<file path="src/rtl/seg_pkg.sv">
// Shared constants, FSM state type and digit/BCD helpers for the 7-segment scan controller.
package seg_pkg;

  localparam logic [6:0] SEG_BLANK = 7'b1111111;
  localparam logic [6:0] SEG_MINUS = 7'b0111111;

  typedef enum logic [1:0] {
    IDLE   = 2'd0,
    SHIFT  = 2'd1,
    COMMIT = 2'd2
  } conv_st_e;

  // Active-low patterns, bit order {g,f,e,d,c,b,a}.
  function automatic logic [6:0] seg_of(input logic [3:0] d);
    case (d)
      4'd0:    seg_of = 7'b1000000;
      4'd1:    seg_of = 7'b1111001;
      4'd2:    seg_of = 7'b0100100;
      4'd3:    seg_of = 7'b0110000;
      4'd4:    seg_of = 7'b0011001;
      4'd5:    seg_of = 7'b0010010;
      4'd6:    seg_of = 7'b0000010;
      4'd7:    seg_of = 7'b1111000;
      4'd8:    seg_of = 7'b0000000;
      4'd9:    seg_of = 7'b0010000;
      default: seg_of = SEG_BLANK;
    endcase
  endfunction

  // Double-dabble pre-shift correction: +3 on every nibble >= 5.
  function automatic logic [11:0] dd_adjust(input logic [11:0] b);
    logic [11:0] r;
    r = b;
    for (int i = 0; i < 3; i++)
      if (b[i*4 +: 4] >= 4'd5) r[i*4 +: 4] = b[i*4 +: 4] + 4'd3;
    return r;
  endfunction

endpackage

</file>
<file path="src/rtl/seg_scan_ctrl_if.sv">
// Load handshake plus segment/anode pins of the display controller.
interface seg_scan_ctrl_if;
  logic        load;
  logic [10:0] value;
  logic        busy;
  logic [3:0]  an;
  logic [6:0]  seg;
  logic        dp;

  modport master (output load, value, input busy, an, seg, dp);
  modport slave  (input load, value, output busy, an, seg, dp);
endinterface

</file>
<file path="src/rtl/bin_to_bcd_seq.sv">
// Load handshake and sequential double-dabble: signed 11-bit value -> sign, overflow, 3-digit BCD.
module bin_to_bcd_seq
  import seg_pkg::*;
(
  input  logic        clk,
  input  logic        rst_n,
  input  logic        load,
  input  logic [10:0] value,
  output logic        busy,
  output logic [11:0] bcd,
  output logic        sign,
  output logic        ovf,
  output logic        done
);

  conv_st_e    state, nxt;
  logic [9:0]  mag;
  logic [3:0]  cnt;
  logic [11:0] adj;
  logic        ovf_in;
  logic [9:0]  mag_in;

  assign ovf_in = ($signed(value) > 11'sd999) || ($signed(value) < -11'sd999);
  // Only evaluated in range, so the low 10 bits of the negation are the magnitude.
  assign mag_in = ovf_in ? 10'd0 : (value[10] ? (~value[9:0] + 10'd1) : value[9:0]);
  assign adj    = dd_adjust(bcd);

  always_ff @(posedge clk or negedge rst_n)
    if (!rst_n) state <= IDLE;
    else        state <= nxt;

  always_comb begin
    nxt  = state;
    busy = (state != IDLE);
    done = 1'b0;
    case (state)
      IDLE:    if (load) nxt = SHIFT;
      SHIFT:   if (cnt == 4'd9) nxt = COMMIT;
      COMMIT:  begin done = 1'b1; nxt = IDLE; end
      default: nxt = IDLE;
    endcase
  end

  always_ff @(posedge clk or negedge rst_n)
    if (!rst_n) begin
      bcd  <= '0;
      mag  <= '0;
      cnt  <= '0;
      sign <= 1'b0;
      ovf  <= 1'b0;
    end else if (state == IDLE && load) begin
      bcd  <= '0;
      cnt  <= '0;
      mag  <= mag_in;
      sign <= value[10];
      ovf  <= ovf_in;
    end else if (state == SHIFT) begin
      {bcd, mag} <= {adj[10:0], mag, 1'b0};
      cnt        <= cnt + 4'd1;
    end

endmodule

</file>
<file path="src/rtl/seg_scan_ctrl.sv">
// 4-digit common-anode scan controller: converts a signed distance to BCD and multiplexes it onto the pins.
module seg_scan_ctrl
  import seg_pkg::*;
#(
  parameter int REFRESH_DIV = 100000
) (
  input  logic            clk,
  input  logic            rst_n,
  seg_scan_ctrl_if.slave  bus
);

  localparam int CW = $clog2(REFRESH_DIV);

  logic [11:0]   cv_bcd, disp_bcd;
  logic          cv_sign, cv_ovf, cv_done;
  logic          disp_sign, disp_ovf;
  logic [CW-1:0] ref_cnt;
  logic [1:0]    idx;
  logic [3:0]    hun, ten, uni;
  logic [6:0]    pat;
  logic [3:0]    an_r;
  logic [6:0]    seg_r;

  bin_to_bcd_seq u_conv (
    .clk   (clk),
    .rst_n (rst_n),
    .load  (bus.load),
    .value (bus.value),
    .busy  (bus.busy),
    .bcd   (cv_bcd),
    .sign  (cv_sign),
    .ovf   (cv_ovf),
    .done  (cv_done)
  );

  // Display state changes only on done so a half-shifted accumulator is never shown.
  always_ff @(posedge clk or negedge rst_n)
    if (!rst_n) begin
      disp_bcd  <= '0;
      disp_sign <= 1'b0;
      disp_ovf  <= 1'b0;
    end else if (cv_done) begin
      disp_bcd  <= cv_bcd;
      disp_sign <= cv_sign;
      disp_ovf  <= cv_ovf;
    end

  always_ff @(posedge clk or negedge rst_n)
    if (!rst_n) begin
      ref_cnt <= '0;
      idx     <= '0;
    end else if (ref_cnt == CW'(REFRESH_DIV - 1)) begin
      ref_cnt <= '0;
      idx     <= idx + 2'd1;
    end else begin
      ref_cnt <= ref_cnt + 1'b1;
    end

  assign {hun, ten, uni} = disp_bcd;

  always_comb begin
    pat = SEG_BLANK;
    if (disp_ovf) pat = SEG_MINUS;
    else
      case (idx)
        2'd3:    pat = disp_sign ? SEG_MINUS : SEG_BLANK;
        2'd2:    if (hun != 4'd0) pat = seg_of(hun);
        2'd1:    if (hun != 4'd0 || ten != 4'd0) pat = seg_of(ten);
        default: pat = seg_of(uni);
      endcase
  end

  // an and seg share one register stage so the pins switch on the same edge.
  always_ff @(posedge clk or negedge rst_n)
    if (!rst_n) begin
      an_r  <= 4'b1110;
      seg_r <= 7'b1000000;
    end else begin
      an_r  <= ~(4'b0001 << idx);
      seg_r <= pat;
    end

  assign bus.an  = an_r;
  assign bus.seg = seg_r;
  assign bus.dp  = 1'b1;

endmodule

</file>
<file path="src/flat_wrapper.sv">
// flat-port wrapper written by rule: the top's interface ports become plain ports
module seg_scan_ctrl_flat import seg_pkg::*;
#(
  parameter int REFRESH_DIV = 100000
)
  (clk, rst_n, bus_load, bus_value, bus_busy, bus_an, bus_seg, bus_dp);
  seg_scan_ctrl_if bus_i ();
  input  logic clk;
  input  logic rst_n;
  input wire logic [$bits(bus_i.load)-1:0] bus_load;
  input wire logic [$bits(bus_i.value)-1:0] bus_value;
  output wire logic [$bits(bus_i.busy)-1:0] bus_busy;
  output wire logic [$bits(bus_i.an)-1:0] bus_an;
  output wire logic [$bits(bus_i.seg)-1:0] bus_seg;
  output wire logic [$bits(bus_i.dp)-1:0] bus_dp;
  assign bus_i.load = bus_load;
  assign bus_i.value = bus_value;
  assign bus_busy = bus_i.busy;
  assign bus_an = bus_i.an;
  assign bus_seg = bus_i.seg;
  assign bus_dp = bus_i.dp;
  seg_scan_ctrl #(.REFRESH_DIV(REFRESH_DIV)) u_core (.clk(clk), .rst_n(rst_n), .bus(bus_i));
endmodule
</file>
<file path="config.mk">
export PLATFORM = sky130hd
export DESIGN_NAME = seg_scan_ctrl_flat
export DESIGN_NICKNAME = d
export VERILOG_FILES = /design/src/rtl/seg_pkg.sv /design/src/rtl/seg_scan_ctrl_if.sv /design/src/rtl/bin_to_bcd_seq.sv /design/src/rtl/seg_scan_ctrl.sv /design/src/flat_wrapper.sv
export SDC_FILE = /design/constraint.sdc
export NUM_CORES = 1
export LEC_CHECK = 0
export CELL_PAD_IN_SITES_DETAIL_PLACEMENT = 0
export CELL_PAD_IN_SITES_GLOBAL_PLACEMENT = 1
export CORE_MARGIN = 3
export CORE_UTILIZATION = 49
export CTS_CLUSTER_SIZE = 16
export DETAILED_ROUTE_END_ITERATION = 8
export HOLD_SLACK_MARGIN = 0.1
export PLACE_DENSITY = 0.86
export SETUP_SLACK_MARGIN = 0.02
export SYNTH_ARGS = -nofsm -noshare
export SYNTH_HDL_FRONTEND = slang
export SYNTH_SLANG_ARGS = --single-unit
</file>
<file path="constraint.sdc">
create_clock -name clk -period 5.17 [get_ports clk]
set_clock_uncertainty 0.15 [all_clocks]
set_input_delay 1.034 -clock clk [delete_from_list [all_inputs] [get_ports clk]]
set_output_delay 1.034 -clock clk [all_outputs]
set_load 0.01 [all_outputs]
</file>
# Word-level counts from Yosys, hierarchy flattened
# Memory sizes are Yosys's and may differ from the RTL's.
# Cells that the tools add are included.
totals:
  regBits: 74
  mem_bits_ro: 336
  in_bits: 14
  output_inout_bits: 13
  word_cells: 70
  memories: 3
classes:
  n_addsub: 7
  magnitude_cmp: 5
  n_eq_ne: 9
  shifts: 1
  n_mux: 21
  bitwise: 2
  n_reduce_logical: 9
mem_list:
  columns: ["name", "words", "word_bits", "read_ports", "rd_clocked_by_memory_dff", "write_ports", "line", "source"]
  rows:
  - ["(name not given)", 16, 7, 1, 0, 0, "seg_pkg.sv:15", "case (d)"]
  - ["(name not given)", 16, 7, 1, 0, 0, "seg_pkg.sv:15", null]
  - ["(name not given)", 16, 7, 1, 0, 0, "seg_pkg.sv:15", null]
ops:
  columns: ["cell", "n"]
  rows:
  - ["$mux 10", 4]
  - ["$mux 7", 4]
  - ["$mux 12", 2]
  - ["$pmux 7 s3", 1]
  - ["$add 17x1->17 const B", 1]
  - ["$eq 17x17->1 const B", 1]
  - ["$mux 17", 1]
  - ["$mux 4", 4]
  - ["$ge 4x3->1 const B", 3]
  - ["$gt 11x11->1 const B", 1]
  - ["$lt 11x11->1 const B", 1]
  - ["$add 10x1->10 const B", 1]
  - ["$not 10->10", 1]
  - ["$add 4x2->4 const B", 2]
  - ["$reduce_bool 4->1", 2]
  - ["$eq 2x2->1 const B", 3]
  - ["$add 4x1->4 const B", 1]
  - ["$eq 2x1->1 const B", 2]
  - ["$eq 4x4->1 const B", 1]
  - ["$mux 2", 2]
  - ["$ne 2x2->1 const B", 2]
  - ["$not 4->4", 1]
  - ["$pmux 2 s2", 1]
  - ["$reduce_bool 2->1", 2]
  - ["other kinds (9)", 10]

# Logic depth before layout (Yosys ltp)
# Gate-level depths: netlist (run 1).
logic_depth:
  depth_word: 5
  depth_mapped: 7
  ltp_nobuf: 7

# By module
# Synthesis (run 1) repeated with hierarchy kept, for this count alone.
unflattened:
  hier_cells: 447
  hier_area_um2: 4376.7
modules_own_cells:
  columns: ["module", "instances", "cells_each", "area_per_inst_um2", "seq_area_each_um2"]
  rows:
  - ["seg_scan_ctrl", 1, 254, 2503.7, 1106.1]
  - ["bin_to_bcd_seq", 1, 193, 1873.0, 750.7]

# Least setup slack after synthesis (run 1)
# Ideal clock, no wire load.
synth_path:
  path_kind: "input port to flip-flop"
  startpoint: "input port bus_value[6]"
  endpoint: "register u_core.u_conv.mag[8]"
  setup_ns: 0.077
  t_arrival_ns: 2.157
  t_required_ns: 4.943
  setup_slack_ns: 2.785
  cell_stages: 5
  path_buffers: 0
  cell_sequence: "or4_1 > o31ai_1 > xnor2_1 > nand2_1 > a21oi_1"
synth_between:
  elab_chain_len: 5
  elab_cells_between_ends: 8
  classes_between: "add/sub (1); order compare (2); mux (3); bitwise (1); reduce/logical (1)"
synth_lines:
  columns: ["item", "line", "source"]
  rows:
  - ["start: declaration", "flat_wrapper.sv:11", "input wire logic [$bits(bus_i.value)-1:0] bus_value;"]
  - ["$not 10->10", "bin_to_bcd_seq.sv:25", "assign mag_in = ovf_in ? 10'd0 : (value[10] ? (~value[9:0] + 10'd1) : value[9:0]);"]
  - ["$add 10x1->10", "bin_to_bcd_seq.sv:25", null]
  - ["$mux 10", "bin_to_bcd_seq.sv:25", null]
  - ["$mux 10 (*)", "bin_to_bcd_seq.sv:25", null]
  - ["$mux 10 (*)", "bin_to_bcd_seq.sv:51", "end else if (state == IDLE && load) begin"]
  - ["end signal: assignment", "bin_to_bcd_seq.sv:54", "mag <= mag_in;"]
  - ["end signal: assignment", "bin_to_bcd_seq.sv:58", "{bcd, mag} <= {adj[10:0], mag, 1'b0};"]
  - ["end: declaration", "bin_to_bcd_seq.sv:17", "logic [9:0] mag;"]
# Mark *: on every way between the ends. The rest lies on a longest branch, timed or not.
# A chain may end at the register's enable or synchronous reset.

# Worst setup path in the final report (run 1)
layout_path:
  startpoint: "input port bus_load"
  endpoint: "register u_core.u_conv.mag[8]"
layout_between:
  elab_chain_len: 2
  elab_cells_between_ends: 3
  classes_between: "mux (1); reduce/logical (2)"
layout_lines:
  columns: ["item", "line", "source"]
  rows:
  - ["start: declaration", "flat_wrapper.sv:10", "input wire logic [$bits(bus_i.load)-1:0] bus_load;"]
  - ["$logic_and 1x1->1 (*)", "bin_to_bcd_seq.sv:51", null]
  - ["$mux 10 / $reduce_bool 2->1 (equally long branches)", null, null]
# Marked as above.

==> summary.txt, run 1 <==
Floorplan
  – Die span in x: 98.1 µm
  – Number of top-level design ports: 27
  – Overall die height: 98.1 µm
  – Placeable core region: 0.00797 mm²
  – Area enclosed by the die boundary: 0.00963 mm²
  – Initial Utilization: 52.2%
  – Row cnt: 32

Min path
  – WHS Endpoint: u_core.bus.seg[6]
  – Critical hold path startpoint: u_core.disp_ovf
  – Number of cells traversed by the worst hold path: 1
  – Path class of the lowest-slack min-delay path: reg -> reg

Clock tree
  – Clock-pin slew of the registers on the worst-case setup and hold paths: roughly 80 ps
  – Clock root buffer: sky130_fd_sc_hd__clkbuf_8
  – Hold-fix buffers at CTS: 0
  – Number of buffers created by CTS: 9
  – Clock tree from TritonCTS: done
  – Post-CTS Resized: 0
  – Clock Latency Late Sink: 350 ps
  – Longest Clk Path Bufs: 2
  – Post-CTS Setup Bufs: 0
  – Sink count of the clock tree: 74
  – Number of H-tree branching levels: 3

Cells and area
  – Total non-filler cell area in the finished layout: between 0.004 and 0.005 mm²
  – Layout cells sized above 1: 6.22%
  – Layout net count: ~520
  – Count of inserted antenna diode cells: 0
  – Area of combinational cells with multiple inputs: 0.00211 mm²
  – Area used by sequential logic in the layout: 0.00186 mm²
  – Number of filler cells placed in the layout: 727
  – Area growth, synth to finish: 12.6%

Worst setup path
  – Reg2Reg Depth: 5
  – Class of the most critical setup path: in -> reg
  – Signal arrival time at the worst endpoint: roughly 3300 ps
  – Required time of the critical path: 5290 ps
  – Category of the worst setup path capture point: flip-flop
  – Critical Path Source Type: primary input
  – Register-to-register setup slack: 2450 ps
  – Critical Path Fanout Max: 23
  – Worst r2r dst: u_core.u_conv.mag[8]
  – Launching point of the worst reg2reg path: u_core.u_conv.state[1]

Yosys
  – Post-synth EDFFs: 0
  – Proportion of synthesized chip area in sequential cells: 44.6%
  – Largest family of logic cells by synthesized area: simple AND/OR/NAND/NOR gates
  – Distinct cell type count of the synthesized netlist: 46
  – Biggest area contributors in the synthesized netlist: sky130_fd_sc_hd__dfrtp_1, sky130_fd_sc_hd__ha_1, sky130_fd_sc_hd__o21ai_0
  – Synth Net Count: 501
  – Multiplexer area fraction after synthesis: 1.62%
  – Simple-gate share of the synthesized area: 17.3%
  – Top_reg_cell synth: sky130_fd_sc_hd__dfrtp_1
  – Portion of synthesized cell area occupied by the leading cell type: 42.1%
  – Number of standard cells after synthesis: between 400 and 500
  – Post-synthesis sequential element count: 74
  – Yosys warning total: 0
  – Share of synthesized flip-flops with an asynchronous set or reset: 100%
  – Xor/xnor share of the synthesized area: 5.90%
  – Share of the synthesized area in compound gates (AO/OA/AOI/OAI): 16.6%
  – Yosys top cell by area: sky130_fd_sc_hd__dfrtp_1
  – Post-Synthesis Mean Instance Area: 9.12 µm²
  – Post-Synthesis Cell Area: 0.00416 mm²
  – Adder and majority cell fraction of the synthesized area: around a tenth

Timing
  – Slew Viols, Final: 0
  – Final total negative setup slack: 0 ps
  – Final setup viols: 0
  – Final Critical Period: 3190 ps
  – Setup repair after global routing missed its margin: false
  – Post-route clock period utilization: 61.8%
  – Peak Freq: 0.313 GHz
  – Slew HR: 27.7%
  – Hold violation count in the final report: 0
  – Slew at the pin closest to its max-slew limit: approximately 1100 ps

Drt
  – Via total after detailed routing: between 3k and 4k
  – 1st-pass router iterations: 4
  – Routed WL per cell: 13.4 µm
  – 1st-iter DRT viols: 145
  – Number of nets still failing antenna checks after routing: 0
  – Wire length reported by the detailed router: 7810 µm
  – DR DRC count: 0
  – Average vias per placed instance: 5.51

Global route
  – Antenna violations before repair: 0
  – Largest net degree at the start of global routing: 49
  – Tot GR Track Use: 17.5%
  – Remaining global-route overflow: 0
  – Global-route wire length before repair: 13800 µm
  – Via count of the first global-routing pass: 3043

Pwr
  – IR drop worst, VDD: 0.214 mV
  – Share of total power in sequential cells: 41.3%
  – Proportion of power drawn by the clock network: 21.4%
  – Internal power contribution: 1.41 mW
  – Power density of the placed cells: a little under 500 mW/mm²
  – Combinational fraction of design power: 37.3%
  – Net switching component of the power: 0.858 mW
  – LEAKAGE: 2.05 nW
  – Switching power share of the total: 37.8%

Place
  – Half-perimeter wire length of the detailed placement result: 5640 µm
  – Count of input and output buffers: 25
  – Post-detailed-placement cell area: about 0.0045 mm²
  – Final weighted congestion of routability-driven global placement: about 0.79

Status
  – Result of the run: finished, final reports clean

Job
  – Count of max-cap constraint violations: 0
## state kept, by name, indices dropped and copies added, names as in the netlist
name,flops
u_core.ref_cnt,17
u_core.disp_bcd,12
u_core.u_conv.bcd,12
u_core.u_conv.mag,10
u_core.bus.seg,7
u_core.bus.an,4
u_core.u_conv.cnt,4
u_core.idx,2
u_core.u_conv.state,2
u_core.disp_ovf,1
u_core.disp_sign,1
u_core.u_conv.ovf,1
u_core.u_conv.sign,1
## worst max-delay path: stages
cell and delay, ps:
sky130_fd_sc_hd__clkdlybuf4s50_1 490, sky130_fd_sc_hd__nand2_1 430, sky130_fd_sc_hd__nor3_1 1000, sky130_fd_sc_hd__nand2_1 160
sky130_fd_sc_hd__a21oi_1 190
## kinds of logic after synthesis
kind of cell,Yosys count
muxes,6
DFF,74
AOI/OAI and AO/OA,118
other,1
adders and majority gates,31
xor gates and xnor gates,28
and+or+nand+nor,150
buffers and inverters,48
## metal layers
| metal | global-route usage [%] | wire length (µm) |
|---|---|---|
| met4 | 8.72 | 228 |
| met5 | 0 | 0 |
| met1 | 23.3 | 3830 |
| met2 | 27.5 | 3460 |
| met3 | 2.93 | 296 |
## worst max-delay path by stage
| stage | endpoint | slack, ps | from | cells after the start |
|---|---|---|---|---|
| floorplan | u_core.u_conv.mag[8] | 2790 | bus_value[6] | 5 |
| global placement | u_core.u_conv.mag[4] | 1590 | bus_load | 5 |
| detailed placement | u_core.u_conv.mag[8] | 1570 | bus_load | 5 |
| CTS | u_core.u_conv.mag[8] | 1930 | bus_load | 5 |
| global route | u_core.u_conv.mag[8] | 1650 | bus_load | 5 |
| finish | u_core.u_conv.mag[8] | 1980 | bus_load | 5 |
## stage by stage
step	hold slack (ps)	total power, mW	setup slack, ps	utilization [%]	instances
floorplan	261	1.54	2790	-	456
global placement	309	1.77	1590	56.1	568
detailed placement	322	1.80	1570	56.1	568
CTS	341	2.29	1930	58.8	584
global route	371	2.48	1650	58.8	584
finish	341	2.27	1980	58.8	584
## layout by cell type, fill, tap and decap left out, types with 3 or more instances in the layout
cell / netlist / final
sky130_fd_sc_hd__clkbuf_8: 0 / 9
sky130_fd_sc_hd__dfrtp_1: 70 / 70
sky130_fd_sc_hd__o31ai_1: 5 / 5
sky130_fd_sc_hd__dfstp_2: 4 / 4
sky130_fd_sc_hd__a22oi_1: 3 / 3
sky130_fd_sc_hd__a21oi_1: 30 / 30
sky130_fd_sc_hd__o22ai_1: 3 / 3
sky130_fd_sc_hd__nor3_1: 6 / 6
sky130_fd_sc_hd__inv_1: 31 / 31
sky130_fd_sc_hd__mux2_2: 6 / 6
sky130_fd_sc_hd__nor2b_1: 6 / 6
sky130_fd_sc_hd__clkdlybuf4s50_1: 0 / 24
sky130_fd_sc_hd__ha_1: 31 / 31
sky130_fd_sc_hd__nand4_1: 6 / 6
sky130_fd_sc_hd__nor2_1: 38 / 38
sky130_fd_sc_hd__a32oi_1: 5 / 5
sky130_fd_sc_hd__nand4b_1: 4 / 4
sky130_fd_sc_hd__xnor2_1: 20 / 20
sky130_fd_sc_hd__xor2_1: 8 / 8
sky130_fd_sc_hd__a22o_1: 5 / 5
sky130_fd_sc_hd__nand2b_1: 10 / 10
sky130_fd_sc_hd__nand3b_1: 3 / 3
sky130_fd_sc_hd__nand2_1: 49 / 49
sky130_fd_sc_hd__nand3_1: 16 / 16
sky130_fd_sc_hd__o21ai_0: 55 / 55
## area by class of cell
cell class	instances	share of cell area, %
well taps	102	2.72
multi-input cells	334	45.1
inverters	31	2.48
clock inverters	5	1.71
flip-flops and latches	74	39.6
clock buffers	11	2.80
repair buffers	27	5.56
## power groups by stage
| stage | clock network, mW | logic (mW) | registers, mW |
|---|---|---|---|
| 2_1_floorplan | 0 | 0.655 | 0.888 |
| 5_1_grt | 0.521 | 0.989 | 0.971 |
| 4_1_cts | 0.495 | 0.855 | 0.938 |
| 3_5_place_dp | 0 | 0.849 | 0.946 |
| 3_3_place_gp | 0 | 0.832 | 0.942 |
| 6_report | 0.485 | 0.847 | 0.939 |
## synthesized netlist by cell type (5+ instances only)
| library cell | instances |
|---|---|
| sky130_fd_sc_hd__a21oi_1 | 30 |
| sky130_fd_sc_hd__a22o_1 | 5 |
| sky130_fd_sc_hd__a32oi_1 | 5 |
| sky130_fd_sc_hd__clkbuf_1 | 13 |
| sky130_fd_sc_hd__dfrtp_1 | 70 |
| sky130_fd_sc_hd__ha_1 | 31 |
| sky130_fd_sc_hd__inv_1 | 31 |
| sky130_fd_sc_hd__mux2_2 | 6 |
| sky130_fd_sc_hd__nand2_1 | 49 |
| sky130_fd_sc_hd__nand2b_1 | 10 |
| sky130_fd_sc_hd__nand3_1 | 16 |
| sky130_fd_sc_hd__nand4_1 | 6 |
| sky130_fd_sc_hd__nor2_1 | 38 |
| sky130_fd_sc_hd__nor2b_1 | 6 |
| sky130_fd_sc_hd__nor3_1 | 6 |
| sky130_fd_sc_hd__o21ai_0 | 55 |
| sky130_fd_sc_hd__o31ai_1 | 5 |
| sky130_fd_sc_hd__xnor2_1 | 20 |
| sky130_fd_sc_hd__xor2_1 | 8 |
Power figures use the tool's default switching activity.
==> inputs of run 2 (changes only) <==
--- a/config.mk
+++ b/config.mk
@@ -8,11 +8,11 @@
 export CELL_PAD_IN_SITES_DETAIL_PLACEMENT = 0
 export CELL_PAD_IN_SITES_GLOBAL_PLACEMENT = 1
 export CORE_MARGIN = 3
-export CORE_UTILIZATION = 49
+export CORE_UTILIZATION = 41
 export CTS_CLUSTER_SIZE = 16
 export DETAILED_ROUTE_END_ITERATION = 8
 export HOLD_SLACK_MARGIN = 0.1
-export PLACE_DENSITY = 0.86
+export PLACE_DENSITY = 0.77
 export SETUP_SLACK_MARGIN = 0.02
 export SYNTH_ARGS = -nofsm -noshare
 export SYNTH_HDL_FRONTEND = slang
==> constraint.sdc (replaced) <==
create_clock -name clk -period 2.7 [get_ports clk]
set_clock_uncertainty 0.15 [all_clocks]
set_input_delay 0.54 -clock clk [delete_from_list [all_inputs] [get_ports clk]]
set_output_delay 0.54 -clock clk [all_outputs]
set_load 0.01 [all_outputs]
==> summary.txt, run 2 (synthesized netlist as in run 1, its figures left out) <==
Status
  – Result of the run: finished, final reports clean

Drt
  – 1st-iter DRT viols: ~140
  – Average vias per placed instance: 5.06
  – 1st-pass router iterations: 4
  – Wire length reported by the detailed router: 7900 µm
  – Via total after detailed routing: 3170
  – DR DRC count: 0
  – Number of nets still failing antenna checks after routing: 0
  – Routed WL per cell: 12.6 µm

Place
  – Post-placement setup slack: -164 ps
  – Cell count after placement: 609
  – Post-detailed-placement cell area: 0.00460 mm²
  – Half-perimeter wire length of the detailed placement result: 5760 µm
  – Final weighted congestion of routability-driven global placement: 0.842
  – Count of input and output buffers: 25

Clock tree
  – Number of buffers created by CTS: 9
  – Clock root buffer: sky130_fd_sc_hd__clkbuf_8
  – Clock Latency Late Sink: roughly 340 ps
  – Longest Clk Path Bufs: 2
  – Clock tree from TritonCTS: done
  – Clock-pin slew of the registers on the worst-case setup and hold paths: approximately 80 ps
  – Number of H-tree branching levels: 3
  – Sink count of the clock tree: 74

Worst setup path
  – Category of the worst setup path capture point: output port
  – Class of the most critical setup path: reg -> out
  – Critical Path Source Type: flip-flop
  – Signal arrival time at the worst endpoint: approximately 1600 ps
  – Required time of the critical path: roughly 2000 ps
  – Critical Path Fanout Max: 9

Cells and area
  – Final instance count without filler cells: 626
  – Area growth, synth to finish: 16.6%
  – Top Registers: u_core.ref_cnt (17), u_core.disp_bcd (12), u_core.u_conv.bcd (12)
  – Count of inserted antenna diode cells: 0
  – Largest register FFs: 17
  – Number of filler cells placed in the layout: between 900 and 1k
  – Area used by sequential logic in the layout: between 0.0015 and 0.002 mm²
  – Leading cell type in the layout, fill and taps excluded: sky130_fd_sc_hd__dfrtp_1
  – Area of combinational cells with multiple inputs: 0.00212 mm²
  – Layout cells sized above 1: 8.32%
  – Leading cell types in the layout, fill and taps excluded: sky130_fd_sc_hd__dfrtp_1, sky130_fd_sc_hd__o21ai_0, sky130_fd_sc_hd__nand2_1
  – Most flops, register: u_core.ref_cnt
  – Total non-filler cell area in the finished layout: just under 0.005 mm²
  – Layout net count: 533

Floorplan
  – Area enclosed by the die boundary: 0.0114 mm²
  – Number of top-level design ports: 27
  – Placeable core region: just under 0.01 mm²
  – Row cnt: 36
  – Initial Utilization: 42.4%
  – Die span in x: between 100 and 150 µm
  – Overall die height: 107 µm

Pwr
  – Power after layout: ~4.5 mW
  – Power density of the placed cells: 918 mW/mm²
  – IR drop worst, VDD: 0.305 mV
  – LEAKAGE: 2.12 nW

Timing
  – Hold violation count in the final report: 0
  – Final setup viols: 0
  – Post-route clock period utilization: between 80% and 90%
  – Slew Viols, Final: 0
  – Slew at the pin closest to its max-slew limit: 937 ps
  – Final worst slack: 443 ps
  – Slew HR: a little under two fifths
  – Setup repair after global routing missed its margin: false
  – Final Critical Period: about 2300 ps
  – Final total negative setup slack: 0 ps
  – Peak Freq: roughly 0.44 GHz

Global route
  – Tot GR Track Use: around 15%
  – Remaining global-route overflow: 0
  – Global-route wire length before repair: 14300 µm
  – Via count of the first global-routing pass: 3170
  – Largest net degree at the start of global routing: 45
  – Antenna violations before repair: 0

Min path
  – Path class of the lowest-slack min-delay path: reg -> reg

Job
  – Count of max-cap constraint violations: 0
-- run 2: changes by cell type in the layout (fill, tap and decap cells not counted), sizes merged --
| cell | change |
|---|---|
| dlygate4sd3 | +1 |
| buf | +10 |
| bufinv | +1 |
| clkinvlp | -1 |
-- run 2: where the power goes --
group          leakage (nW)  internal (mW)  total (mW)  switching (mW)
logic                  1.09          0.758        1.66           0.899
clock network         0.114          0.613        1.01           0.400
registers             0.923           1.45        1.78           0.332
total                  2.12           2.82        4.45            1.63
-- run 2: repair_timing --
item / 4_1_cts / 5_1_grt
endpoints found under the hold margin: 26 / 0
hold buffers: 1 / 0
resized for setup: 0 / 1
endpoints found under the setup margin: 0 / 3
buffers inserted: 0 / 0
-- run 2: final timing paths --
kind                                             start              endpoint  slack, ps  cells after the start
worst max-delay path            u_core.u_conv.state[1]              bus_busy        440                      3
worst min-delay path                   u_core.disp_ovf     u_core.bus.seg[6]        330                      1
worst max register to register      u_core.disp_bcd[9]     u_core.bus.seg[6]        540                      7
worst min register to register         u_core.disp_ovf     u_core.bus.seg[6]        330                      1
max in group asynchronous                        rst_n  u_core.u_conv.mag[2]       1320                      3
min in group asynchronous                        rst_n     u_core.ref_cnt[4]        530                      2
-- run 2: cell type report --
cell class              instances  share of cell area (%)
clock buffers                  11                    2.71
clock inverters                 5                    2.12
inverters                      31                    2.40
multi-input cells             334                    43.6
flip-flops and latches         74                    38.3
well taps                     133                    3.43
repair buffers                 38                    7.43
-- run 2: layer usage --
layer  up-vias  GRT usage, %  share of wire [%]
met5         -             0                  0
met4         0          6.58                1.2
li1       1635             -                  -
met1      1477          20.5                 49
met2        50          24.6                 47
met3         8          3.07                3.0
-- run 2: stage by stage --
stage,utilization (%),hold slack [ps]
3_3_place_gp,46.9,315
6_report,49.4,327
2_1_floorplan,-,94.4
4_1_cts,49.4,328
3_5_place_dp,46.9,315
5_1_grt,49.4,349
-- run 2: worst max-delay path: stages, from the launching register on --
cell                              delay (ps)
sky130_fd_sc_hd__dfrtp_1                 460
sky130_fd_sc_hd__nor2_1                  220
sky130_fd_sc_hd__inv_1                    60
sky130_fd_sc_hd__clkdlybuf4s50_1         480
